File: src/rtl/mpu_regions_pkg.sv
// Shared core types for the memory protection unit: privilege levels,
// per-region permission record and fault cause codes.
package mpu_regions_pkg;

   typedef enum logic [1:0] {
      PRIV_U = 2'b00,
      PRIV_S = 2'b01,
      PRIV_M = 2'b11
   } priv_e;

   typedef struct packed {
      logic en;
      logic r;
      logic w;
      logic x;
      logic u;
      logic lock;
   } mpu_perm_t;

   typedef enum logic [2:0] {
      CAUSE_NONE  = 3'd0,
      CAUSE_EXEC  = 3'd1,
      CAUSE_LOAD  = 3'd2,
      CAUSE_STORE = 3'd3,
      CAUSE_MULTI = 3'd4
   } mpu_cause_e;

   // Index width that stays legal when only one region exists.
   function automatic int idx_w(input int n);
      return (n > 1) ? $clog2(n) : 1;
   endfunction

endpackage

File: src/rtl/mpu_region_match.sv
// Single-region hit detector: enabled and address inside the inclusive
// [base, limit] window, compared unsigned.
module mpu_region_match #(
   parameter int AW = 32
) (
   input  logic          i_en,
   input  logic [AW-1:0] i_base,
   input  logic [AW-1:0] i_limit,
   input  logic [AW-1:0] i_addr,
   output logic          o_match
);

   assign o_match = i_en && (i_addr >= i_base) && (i_addr <= i_limit);

endmodule

File: src/rtl/mpu_regions.sv
// Region-based memory protection check with one-cycle response latency,
// lockable region entries and a sticky first-fault capture register.
module mpu_regions
   import mpu_regions_pkg::*;
#(
   parameter int            NREG     = 8,
   parameter int            AW       = 32,
   parameter logic [AW-1:0] RAM_BASE = 32'h8000_0000,
   parameter logic [AW-1:0] RAM_SIZE = 32'h1000_0000
) (
   input  logic                      clk,
   input  logic                      rst_n,
   input  logic                      cfg_we,
   input  logic [idx_w(NREG)-1:0]    cfg_idx,
   input  logic [AW-1:0]             cfg_base,
   input  logic [AW-1:0]             cfg_limit,
   input  mpu_perm_t                 cfg_perm,
   input  logic                      req_valid,
   input  logic [AW-1:0]             addr,
   input  logic                      is_fetch,
   input  logic                      is_load,
   input  logic                      is_store,
   input  priv_e                     cur_priv,
   output logic                      rsp_valid,
   output logic                      allow,
   output logic                      fault_exec,
   output logic                      fault_load,
   output logic                      fault_store,
   output logic                      fault_pending,
   output logic [AW-1:0]             fault_addr,
   output mpu_cause_e                fault_cause,
   output logic [$clog2(NREG+1)-1:0] fault_region,
   output logic                      fault_ovf,
   input  logic                      fault_clr
);

   localparam int IW = idx_w(NREG);
   localparam int RW = $clog2(NREG+1);

   mpu_perm_t     r_perm  [NREG];
   logic [AW-1:0] r_base  [NREG];
   logic [AW-1:0] r_limit [NREG];

   logic            r_rsp_valid;
   logic            r_allow;
   logic            r_fault_exec;
   logic            r_fault_load;
   logic            r_fault_store;
   logic            r_fault_pending;
   logic            r_fault_ovf;
   logic [AW-1:0]   r_fault_addr;
   mpu_cause_e      r_fault_cause;
   logic [RW-1:0]   r_fault_region;

   logic [NREG-1:0] w_match;
   logic            w_hit;
   logic [RW-1:0]   w_hit_idx;
   mpu_perm_t       w_hit_perm;
   logic            w_in_ram;
   logic [1:0]      w_kind_cnt;
   logic            w_multi;
   logic            w_allow;
   mpu_cause_e      w_cause;
   logic            w_deny;

   // Region table; a stored lock freezes the entry until reset.
   always_ff @(posedge clk or negedge rst_n) begin
      if (!rst_n) begin
         for (int i = 0; i < NREG; i++) begin
            r_perm[i]  <= '0;
            r_base[i]  <= '0;
            r_limit[i] <= '0;
         end
      end else begin
         for (int i = 0; i < NREG; i++) begin
            if (cfg_we && (cfg_idx == IW'(i)) && !r_perm[i].lock) begin
               r_perm[i]  <= cfg_perm;
               r_base[i]  <= cfg_base;
               r_limit[i] <= cfg_limit;
            end
         end
      end
   end

   generate
      for (genvar gi = 0; gi < NREG; gi++) begin : g_match
         mpu_region_match #(.AW(AW)) u_match (
            .i_en    (r_perm[gi].en),
            .i_base  (r_base[gi]),
            .i_limit (r_limit[gi]),
            .i_addr  (addr),
            .o_match (w_match[gi])
         );
      end
   endgenerate

   // Scan downwards so the lowest matching index is the one left standing.
   always_comb begin
      w_hit      = 1'b0;
      w_hit_idx  = RW'(NREG);
      w_hit_perm = '0;
      for (int i = NREG - 1; i >= 0; i--) begin
         if (w_match[i]) begin
            w_hit      = 1'b1;
            w_hit_idx  = RW'(i);
            w_hit_perm = r_perm[i];
         end
      end
   end

   // Offset form avoids overflow when the window touches the top of memory.
   assign w_in_ram   = (addr >= RAM_BASE) && ((addr - RAM_BASE) < RAM_SIZE);
   assign w_kind_cnt = 2'(is_fetch) + 2'(is_load) + 2'(is_store);
   assign w_multi    = (w_kind_cnt != 2'd1);

   always_comb begin
      w_allow = 1'b0;
      if (w_multi) begin
         w_allow = 1'b0;
      end else if (w_hit) begin
         if (!w_hit_perm.lock && (cur_priv == PRIV_M)) begin
            w_allow = 1'b1;
         end else begin
            w_allow = ((is_fetch && w_hit_perm.x) ||
                       (is_load  && w_hit_perm.r) ||
                       (is_store && w_hit_perm.w)) &&
                      (w_hit_perm.u || (cur_priv != PRIV_U));
         end
      end else if (is_fetch && w_in_ram) begin
         w_allow = 1'b0;
      end else begin
         w_allow = (cur_priv == PRIV_M);
      end
   end

   always_comb begin
      w_cause = CAUSE_STORE;
      if (w_multi)       w_cause = CAUSE_MULTI;
      else if (is_fetch) w_cause = CAUSE_EXEC;
      else if (is_load)  w_cause = CAUSE_LOAD;
   end

   assign w_deny = req_valid && !w_allow;

   always_ff @(posedge clk or negedge rst_n) begin
      if (!rst_n) begin
         r_rsp_valid   <= 1'b0;
         r_allow       <= 1'b0;
         r_fault_exec  <= 1'b0;
         r_fault_load  <= 1'b0;
         r_fault_store <= 1'b0;
      end else begin
         r_rsp_valid   <= req_valid;
         r_allow       <= req_valid && w_allow;
         r_fault_exec  <= w_deny && is_fetch;
         r_fault_load  <= w_deny && is_load;
         r_fault_store <= w_deny && is_store;
      end
   end

   // Capture lands on the same edge as the response, so the captured
   // fields are visible alongside the denial that produced them.
   always_ff @(posedge clk or negedge rst_n) begin
      if (!rst_n) begin
         r_fault_pending <= 1'b0;
         r_fault_ovf     <= 1'b0;
         r_fault_addr    <= '0;
         r_fault_cause   <= CAUSE_NONE;
         r_fault_region  <= '0;
      end else if (w_deny && (!r_fault_pending || fault_clr)) begin
         r_fault_pending <= 1'b1;
         r_fault_ovf     <= 1'b0;
         r_fault_addr    <= addr;
         r_fault_cause   <= w_cause;
         r_fault_region  <= w_hit_idx;
      end else if (w_deny) begin
         r_fault_ovf     <= 1'b1;
      end else if (fault_clr) begin
         r_fault_pending <= 1'b0;
         r_fault_ovf     <= 1'b0;
      end
   end

   assign rsp_valid     = r_rsp_valid;
   assign allow         = r_allow;
   assign fault_exec    = r_fault_exec;
   assign fault_load    = r_fault_load;
   assign fault_store   = r_fault_store;
   assign fault_pending = r_fault_pending;
   assign fault_ovf     = r_fault_ovf;
   assign fault_addr    = r_fault_addr;
   assign fault_cause   = r_fault_cause;
   assign fault_region  = r_fault_region;

endmodule

File: config.mk
export PLATFORM = sky130hd
export DESIGN_NAME = mpu_regions
export DESIGN_NICKNAME = d
export VERILOG_FILES = /design/src/rtl/mpu_regions_pkg.sv /design/src/rtl/mpu_region_match.sv /design/src/rtl/mpu_regions.sv
export SDC_FILE = /design/constraint.sdc
export NUM_CORES = 1
export LEC_CHECK = 0
export BUFFER_PORTS_ARGS = -buffer_cell sky130_fd_sc_hd__buf_2
export CAP_MARGIN = 15
export CORE_MARGIN = 2
export CORE_UTILIZATION = 27
export CTS_BUF_LIST = sky130_fd_sc_hd__clkbuf_4 sky130_fd_sc_hd__clkbuf_8
export DETAILED_ROUTE_END_ITERATION = 16
export GPL_TIMING_DRIVEN = 0
export PLACE_DENSITY = 0.43
export SLEW_MARGIN = 0
export SYNTH_ARGS = -nofsm -noshare
export SYNTH_HDL_FRONTEND = slang
export SYNTH_SLANG_ARGS = --single-unit
File: constraint.sdc
create_clock -name clk -period 8.6 [get_ports clk]
set_input_delay 1.29 -clock clk [delete_from_list [all_inputs] [get_ports clk]]
set_output_delay 1.29 -clock clk [all_outputs]
set_load 0.03 [all_outputs]
==> metrics.md, run 1 <==
| Metric | Value |
|---|---|
| Routed WL | roughly 120 mm |
| Number of global-route vias before repair | between 20,000 and 30,000 |
| Async set-or-reset flop fraction in the synthesized netlist | 1.00 |
| Setup TNS | 0 ns |
| Sequential share of power | 0.383 |
| Tot GR Track Use | 0.180 |
| ANT nets after route | 0 |
| Syn avg cell area | slightly above 10 sq um |
| Logic gate share of total power | 0.315 |
| VDD IR max | between 0.0001 and 0.00015 V |
| Hold-fix buffer count after cts | 0 |
| Top FF cell, synth | dfrtp_1 |
| Overflow after GRT | 0 |
| Die Footprint | 134,000 sq um |
| Setup Viol. Count Final | 0 |
| Initial antenna violation count | 23 |
| Final period utilization | 0.890 |
| H-tree levels | 3 |
| Fillcell total | roughly 14,000 |
| Io pins | roughly 160 |
| Int Power | 0.00682 W |
| Die height | between 300 and 400 um |
| Relative slew slack | 0.211 |
| Run status | completed |
| Sequential Area | 15,200 sq um |
| Net Switching | approximately 0.0036 W |
| CP max stage cell | a2111oi_2 |
| Synth Cell Area | between 30,000 and 40,000 sq um |
| Critical-path cell list | buf_2 -> inv_1 -> ha_1 -> nand2b_1 -> a2111o_1 -> a31oi_1 -> o21ai_0 -> a2111oi_2 -> a21oi_1 -> nor4_1 -> o311a_1 -> a211oi_1 -> nor4_2 -> o311a_4 -> buf_6 -> buf_8 -> mux2_4 |
| Yosys cell types | 69 |
| Worst clock skew | around 0.049 ns |
| Vias | 26,300 |
| Setup WS post-layout | 0.945 ns |
| Port Buf Inserts | between 150 and 200 |
| Post-Place Cells | around 5,300 |
| Worst Hold Class | reg2reg |
| Minimum clock period | between 7 and 8 ns |
| Share of layout cells above drive strength 1 | 0.213 |
| Final Wtd Congestion | a little over 0.8 |
| Drt first pass iters | 5 |
| Die X | approximately 370 um |
| Worst hold slack | roughly 0.50 ns |
| First-pass GRT wire length | 178 mm |
| Final nets | ~4,300 |
| Critical Path RT | 9.31 ns |
| Synth Warn # | 0 |
| Synth Net Count | between 4,000 and 5,000 |
| CTS Sinks | 606 |
| Cells after Synth | roughly 3,400 |
| Clk slew on worst S/H paths | roughly 0.06 ns |
| Switching share of power | 0.342 |
| CTS tree | done |
| EDFF count, synth | 0 |
| DR DRC count | 0 |
| Pre-CTS WS | -0.224 ns |
| Post-DP HPWL | between 80 and 90 mm |
| CP max FO | 16 |
| Final hold vios | 0 |
| Core footprint | roughly 130,000 sq um |
| CTS root buf | clkbuf_8 |
| Clock share of power | 0.302 |
| Power Dens Cells | approximately 250 nW/um^2 |
| Max-cap violations | 0 |
| Initial Util | 0.273 |
| Clk_lat worst skew | about 0.83 ns |
| Max incr delay on CP | slightly below 1 ns |
| Max Slew Vio Count | 0 |
| Fmax | 0.131 GHz |
| Setup CP Type | in2reg |
| Worst setup EP type | flop |
| Non-Filler Instances | 5,541 |
| Area growth from synthesis to layout | 16.4% |
| Critical Path Start Type | input pin |
| Seq/Total Area, Yosys | 0.428 |
| Vias per inst | around 4.7 |
| #FFs+latches synth | 606 |
| Post-CTS sizing | 0 |
| Pleak | 19.8 nW |
| Num CTS Buffers | 119 |
| Area of the multi-input gates | around 18,000 sq um |
| Largest net degree at the start of global routing | 95 |
| Setup Fix Bufs, Post-CTS | 0 |
| DR iter-0 viols | approximately 1,400 |
| Row cnt | 132 |
| DR WL/cell | ~22 um |
| Clk buf depth | 3 |
| Slew @ Worst Pin | roughly 1.2 ns |
| RSZ-0062 raised after global routing | no |
| Data arrival, critical path | 8.37 ns |
-- cell usage after synthesis, types with 4 or more instances --
| cell | number | area (sq um) |
|---|---|---|
| inv_1 | 520 | 1950 |
| a2111oi_0 | 11 | 96.3 |
| mux2_2 | 395 | 4450 |
| or4_1 | 4 | 30.0 |
| o21a_1 | 9 | 67.6 |
| o31ai_1 | 7 | 52.6 |
| o21ai_0 | 273 | 1370 |
| a211oi_1 | 27 | 203 |
| and3_1 | 11 | 68.8 |
| nor2b_1 | 18 | 113 |
| a31oi_1 | 8 | 50.1 |
| o21bai_1 | 9 | 67.6 |
| nor2_1 | 60 | 225 |
| a221oi_1 | 13 | 114 |
| clkbuf_1 | 61 | 229 |
| mux2_4 | 9 | 135 |
| o211ai_1 | 13 | 97.6 |
| a211o_1 | 8 | 70.1 |
| and4_1 | 19 | 166 |
| a311oi_1 | 4 | 35.0 |
| o22ai_1 | 4 | 25.0 |
| a21boi_0 | 7 | 52.6 |
| a221o_1 | 7 | 70.1 |
| nand2_1 | 294 | 1100 |
| a21o_1 | 37 | 278 |
| nor4_1 | 18 | 113 |
| nand4_1 | 81 | 507 |
| nand2b_1 | 21 | 131 |
| ha_1 | 512 | 6410 |
| dfrtp_1 | 606 | 15200 |
| nand3_1 | 54 | 270 |
| nor3_1 | 16 | 80.1 |
| buf_1 | 23 | 86.3 |
| or2_2 | 4 | 25.0 |
| nor3b_1 | 6 | 45.0 |
| a21oi_1 | 185 | 926 |
| or3_1 | 7 | 43.8 |
-- cells by family after synthesis --
logic type / synth area share
AO/OA/AOI/OAI: 0.109
adder cells (fa/ha/maj): 0.181
buffers and inverters: 0.0659
flip-flops: 0.428
multiplexers: 0.130
AND/OR/NAND/NOR: 0.0852
-- layer usage --
metal	global-route usage	vias to the layer above	routed length (um)
met5	0	-	65
met4	0.0527	10	3050
met3	0.0268	172	4710
met2	0.296	438	56000
met1	0.243	13100	57100
li1	-	12500	-
-- layout by cell type, fill, tap and decap left out, drive strengths merged, types with 13 or more instances in the layout --
cell	n
a211oi	27
a221oi	13
and4	19
dfrtp	606
nor4	19
nor3	16
nor2b	18
nand2	294
mux2	404
a21o	37
ha	512
nand2b	21
a21oi	185
o21ai	273
clkbuf	259
nand4	81
nor2	60
o211ai	13
buf	200
inv	522
nand3	54
-- power by group through the flow --
stage	combinational (W)	sequential, W	clock, W
after floorplan	0.00216	0.00407	0
after global placement	0.00325	0.00401	0
after global routing	0.00375	0.00406	0.00337
after CTS	0.00333	0.00397	0.00325
final	0.00327	0.00397	0.00313
after detailed placement	0.00331	0.00402	0
-- through the flow --
stage / instance area [sq um] / power, W / utilization
floorplan: 35400 / 0.00623 / -
global placement: 38400 / 0.00726 / 0.296
detailed placement: 38700 / 0.00733 / 0.298
CTS: 41200 / 0.0105 / 0.317
global route: 41200 / 0.0112 / 0.317
finish: 41200 / 0.0104 / 0.317
-- path summary, 6_finish.rpt --
kind | start | to | slack, ns | cells after the start
worst min-delay path | r_perm[30] | r_perm[30] | 0.50 | 2
worst min register to register | r_perm[30] | r_perm[30] | 0.50 | 2
max in group asynchronous | rst_n | r_limit[250] | 6.62 | 3
worst max-delay path | addr[0] | fault_addr[25] | 0.94 | 17
min in group asynchronous | rst_n | r_base[167] | 0.52 | 1
worst max register to register | r_base[160] | fault_addr[25] | 2.02 | 15
-- area by class of cell --
type / instances / area share
Inverter: 520 / 0.0474
Timing Repair Buffer: 169 / 0.0257
Buffer: 92 / 0.00935
Multi-Input combinational cell: 2194 / 0.435
Clock inverter: 16 / 0.00319
Clock buffer: 198 / 0.0584
Sequential cell: 606 / 0.368
Antenna cell: 4 / 0.000243
Tap cell: 1742 / 0.0529
-- state kept, by name, indices dropped and copies added, names as in the netlist --
name           count
fault_load         1
fault_cause        3
fault_exec         1
r_base           256
fault_pending      1
fault_region       4
allow              1
rsp_valid          1
fault_addr        32
fault_store        1
r_limit          256
fault_ovf          1
r_perm            48
-- worst max-delay path: cells and delay by family --
family / cells / cell delay [ns]
buffers and inverters: 4 / 1.31
AOI/OAI and AO/OA: 8 / 3.42
adders and majority gates: 1 / 0.36
muxes: 1 / 0.31
and+or+nand+nor: 3 / 1.62
Power figures use the tool's default switching activity.
==> run 2: changes to the inputs <==
ABC_AREA = 1   (was default)
ABC_CLOCK_PERIOD_IN_PS = 8600   (was default)
GPL_TIMING_DRIVEN = default   (was 0)
==> metrics.md, run 2 <==
| Metric | Value |
|---|---|
| Power Total | 0.00688 W (-34%) |
| Fmax | 0.179 GHz (+37%) |
| DR WL/cell | 19.1 um (-12%) |
| Initial antenna violation count | 13 (-43%) |
| Commonest cells after routing, fill and taps aside | nand2_1, inv_1, o21ai_0 |
| Post-Synth Simple-Gate Area | 0.160 (+0.0743) |
| Vias per inst | 4.52 (-4.6%) |
| Worst setup EP type | flop |
| Main combinational cell family by area after synthesis | adder cells |
| DR iter-0 viols | 1,945 (+43%) |
| Post-DP HPWL | 83.9 mm (-0.21%) |
| Worst clock skew | 0.0663 ns (+0.0168 ns) |
| Syn avg cell area | 8.23 sq um (-21%) |
| Worst Hold Class | reg2reg |
| Biggest regs | r_base (256), r_limit (256), r_perm (48) |
| Buf+Inv Stages, Crit Path | 4 (unchanged) |
| Most frequent cells after synthesis | nand2_1, inv_1, o21ai_0, dfrtp_1, ha_1 |
| RSZ-0062 raised after global routing | no |
| Routed WL | 121 mm (+0.32%) |
| Setup Viol. Count Final | 0 (unchanged) |
| CTS Sinks | 606 (unchanged) |
| CP max FO | 40 (+24) |
| Synth Warn # | 0 (unchanged) |
| Synth Net Count | 4,939 (+22%) |
| Largest net degree at the start of global routing | 151 (+59%) |
| Num CTS Buffers | 117 (-1.7%) |
| Power Dens Cells | 169 nW/um^2 (-33%) |
| First-pass GRT wire length | 183 mm (+2.9%) |
| Async set-or-reset flop fraction in the synthesized netlist | 1.00 (unchanged) |
| Synth Cell Area | 35,500 sq um (+0.23%) |
| Area of the multi-input gates | 17,100 sq um (-4.5%) |
| Drt first pass iters | 5 (unchanged) |
| Yosys cell types | 48 (-30%) |
| Final period utilization | 0.650 (-0.240) |
| Share of layout cells above drive strength 1 | 0.0956 (-0.118) |
| Data arrival, critical path | 6.29 ns (-2.08 ns) |
| Top FF cell, synth | dfrtp_1 |
| CP max stage cell | o31ai_1 |
| Final nets | 5,108 (+18%) |
| Synth top area share | 0.427 (-0.000981) |
| Max Slew Vio Count | 0 (unchanged) |
| Final Wtd Congestion | 0.824 (+1.8%) |
| EDFF count, synth | 0 (unchanged) |
| Run status | completed |
| Minimum clock period | 5.59 ns (-2.06 ns) |
| Critical Path Start Type | input pin |
| Relative slew slack | 0.220 (+0.00946) |
| Die X | 367 um (+0.11%) |
| Setup TNS | 0 ns (unchanged) |
| Adder-Cell Fraction of Synth Area | 0.181 (-0.000416) |
| Top delay family on crit path | simple AND/OR/NAND/NOR gates |
| Overflow after GRT | 0 (unchanged) |
| Seq/Total Area, Yosys | 0.427 (-0.000981) |
| Mux cell area share after synthesis | 0 (-0.130) |
| Top cells by area, synth | dfrtp_1, ha_1, nand2_1 |
| Max-cap violations | 0 (unchanged) |
| Tot GR Track Use | 0.182 (+0.00170) |
| H-tree levels | 3 (unchanged) |
| Max incr delay on CP | 0.78 ns (-0.20 ns) |
| Initial Util | 0.271 (-0.00177) |
| DR DRC count | 0 (unchanged) |
| Die Footprint | 134,000 sq um (+0.23%) |
| Core footprint | 131,000 sq um (+0.89%) |
| Pleak | 18.9 nW (-4.5%) |
| Io pins | 161 (unchanged) |
| Fillcell total | 14,100 (+4.1%) |
| ANT nets after route | 0 (unchanged) |
| Critical Path RT | 9.30 ns (about the same) |
| Port Buf Inserts | 160 (+0.63%) |
| CTS tree | done |
| Worst path most repeated cell | nand2_1 |
| Critical-path cell list | buf_2 -> buf_4 -> ha_1 -> nand2_1 -> nor2_1 -> a21oi_1 -> o31ai_1 -> nand2_1 -> nand3_1 -> nand3_2 -> nand2_1 -> inv_1 -> nand3_1 -> nand3_1 -> nand2_1 -> nand2_1 -> nand2_4 -> nand3_4 -> nand2_1 -> inv_2 |
| Area growth from synthesis to layout | 15.1% |
| Sequential Area | 15,200 sq um (unchanged) |
| Cells after Synth | 4,311 (+26%) |
| Worst hold start | fault_addr[30] |
| Clk_lat worst skew | 0.85 ns (+0.02 ns) |
| Slew @ Worst Pin | 1.16 ns (-0.0141 ns) |
| Clk slew on worst S/H paths | 0.06 ns (about the same) |
| R2R Path Start | r_limit[127] |
| Setup CP Type | in2reg |
| CTS root buf | clkbuf_8 |
| Area leader, netlist | dfrtp_1 |
| VDD IR max | 0.000114 V (-4.6%) |
| Final hold vios | 0 (unchanged) |
| Die height | 367 um (+0.11%) |
| Most numerous cell in the Yosys netlist | nand2_1 |
| #FFs+latches synth | 606 (unchanged) |
| Vias | 28,700 (+9.2%) |
| Worst Setup SP | addr[7] |
| Hold-fix buffer count after cts | 0 (unchanged) |
| Setup Fix Bufs, Post-CTS | 0 (unchanged) |
| Clk buf depth | 3 (unchanged) |
| Post-synthesis xor/xnor area fraction | 0 (unchanged) |
| Post-CTS sizing | 0 (unchanged) |
| Row cnt | 133 (+0.76%) |
| Commonest non-fill, non-tap cell in the layout | nand2_1 |
| Compound-cell area share of the yosys netlist | 0.140 (+0.0314) |
| Number of global-route vias before repair | 27,800 (+5.1%) |
-- run 2: worst paths after layout --
check / cells past startpoint / slack [ns] / end
worst max-delay path: 20 / 3.01 / fault_ovf
worst min-delay path: 2 / 0.47 / fault_addr[30]
worst max register to register: 23 / 3.58 / fault_ovf
worst min register to register: 2 / 0.47 / fault_addr[30]
max in group asynchronous: 3 / 6.16 / r_base[108]
min in group asynchronous: 1 / 0.50 / r_base[2]
-- run 2: logic make-up after synthesis --
group,after synthesis
adders and majority gates,513
DFF,606
AOI/OAI and AO/OA,958
buffers and inverters,853
and+or+nand+nor,1381
-- run 2: per-stage QoR --
stage / cells / hold WS (ns) / area, sq um / setup slack (ns) / utilization
after CTS: 6336 / 0.469 / 40800 / 3.03 / 0.312
final: 6339 / 0.470 / 40800 / 3.01 / 0.312
after global placement: 6115 / 0.460 / 38200 / 1.65 / 0.292
after detailed placement: 6116 / 0.456 / 38200 / 2.12 / 0.292
after global routing: 6338 / 0.496 / 40800 / 2.57 / 0.312
after floorplan: 4311 / 0.436 / 35500 / 4.88 / -
-- run 2: routing by layer --
| metal | routed length, um | part of all wire | global-route usage | vias to the layer above |
|---|---|---|---|---|
| li1 | - | - | - | 14400 |
| met1 | 61200 | 0.50 | 0.267 | 13500 |
| met2 | 51000 | 0.42 | 0.271 | 576 |
| met3 | 5880 | 0.048 | 0.0298 | 161 |
| met4 | 3050 | 0.025 | 0.0552 | 12 |
| met5 | 80 | 0.00066 | 0 | - |
-- run 2: power breakdown --
group / switching [W] / internal, W
sequential: 0.0000260 / 0.00289
clock: 0.00139 / 0.00183
combinational: 0.000542 / 0.000206
-- run 2: worst register-to-register path, stage by stage, from the launching register on --
cell	delay [ns]
dfrtp_1	0.35
inv_1	0.05
ha_1	0.28
nand2_1	0.07
nor2_1	0.15
nand2_1	0.12
nor4_1	0.89
nand3_1	0.16
nand2_1	0.21
nand3_1	0.34
o21ai_0	0.28
inv_1	0.05
nand2_1	0.06
nand2_1	0.05
nand2_1	0.05
nand2_1	0.05
nand2_1	0.05
nand3_1	0.07
nand2_1	0.06
nand2_1	0.07
nand2_4	0.45
nand3_4	0.68
nand2_1	0.31
inv_2	0.04
-- run 2: area by class of cell --
class,instances,share of cell area
antenna,3,0.000184
clock buffer,191,0.0579
clock inverter,29,0.00619
inverter,714,0.0656
multi-input combinational,2852,0.419
sequential,606,0.371
tap,1755,0.0538
timing repair buffer,189,0.0260
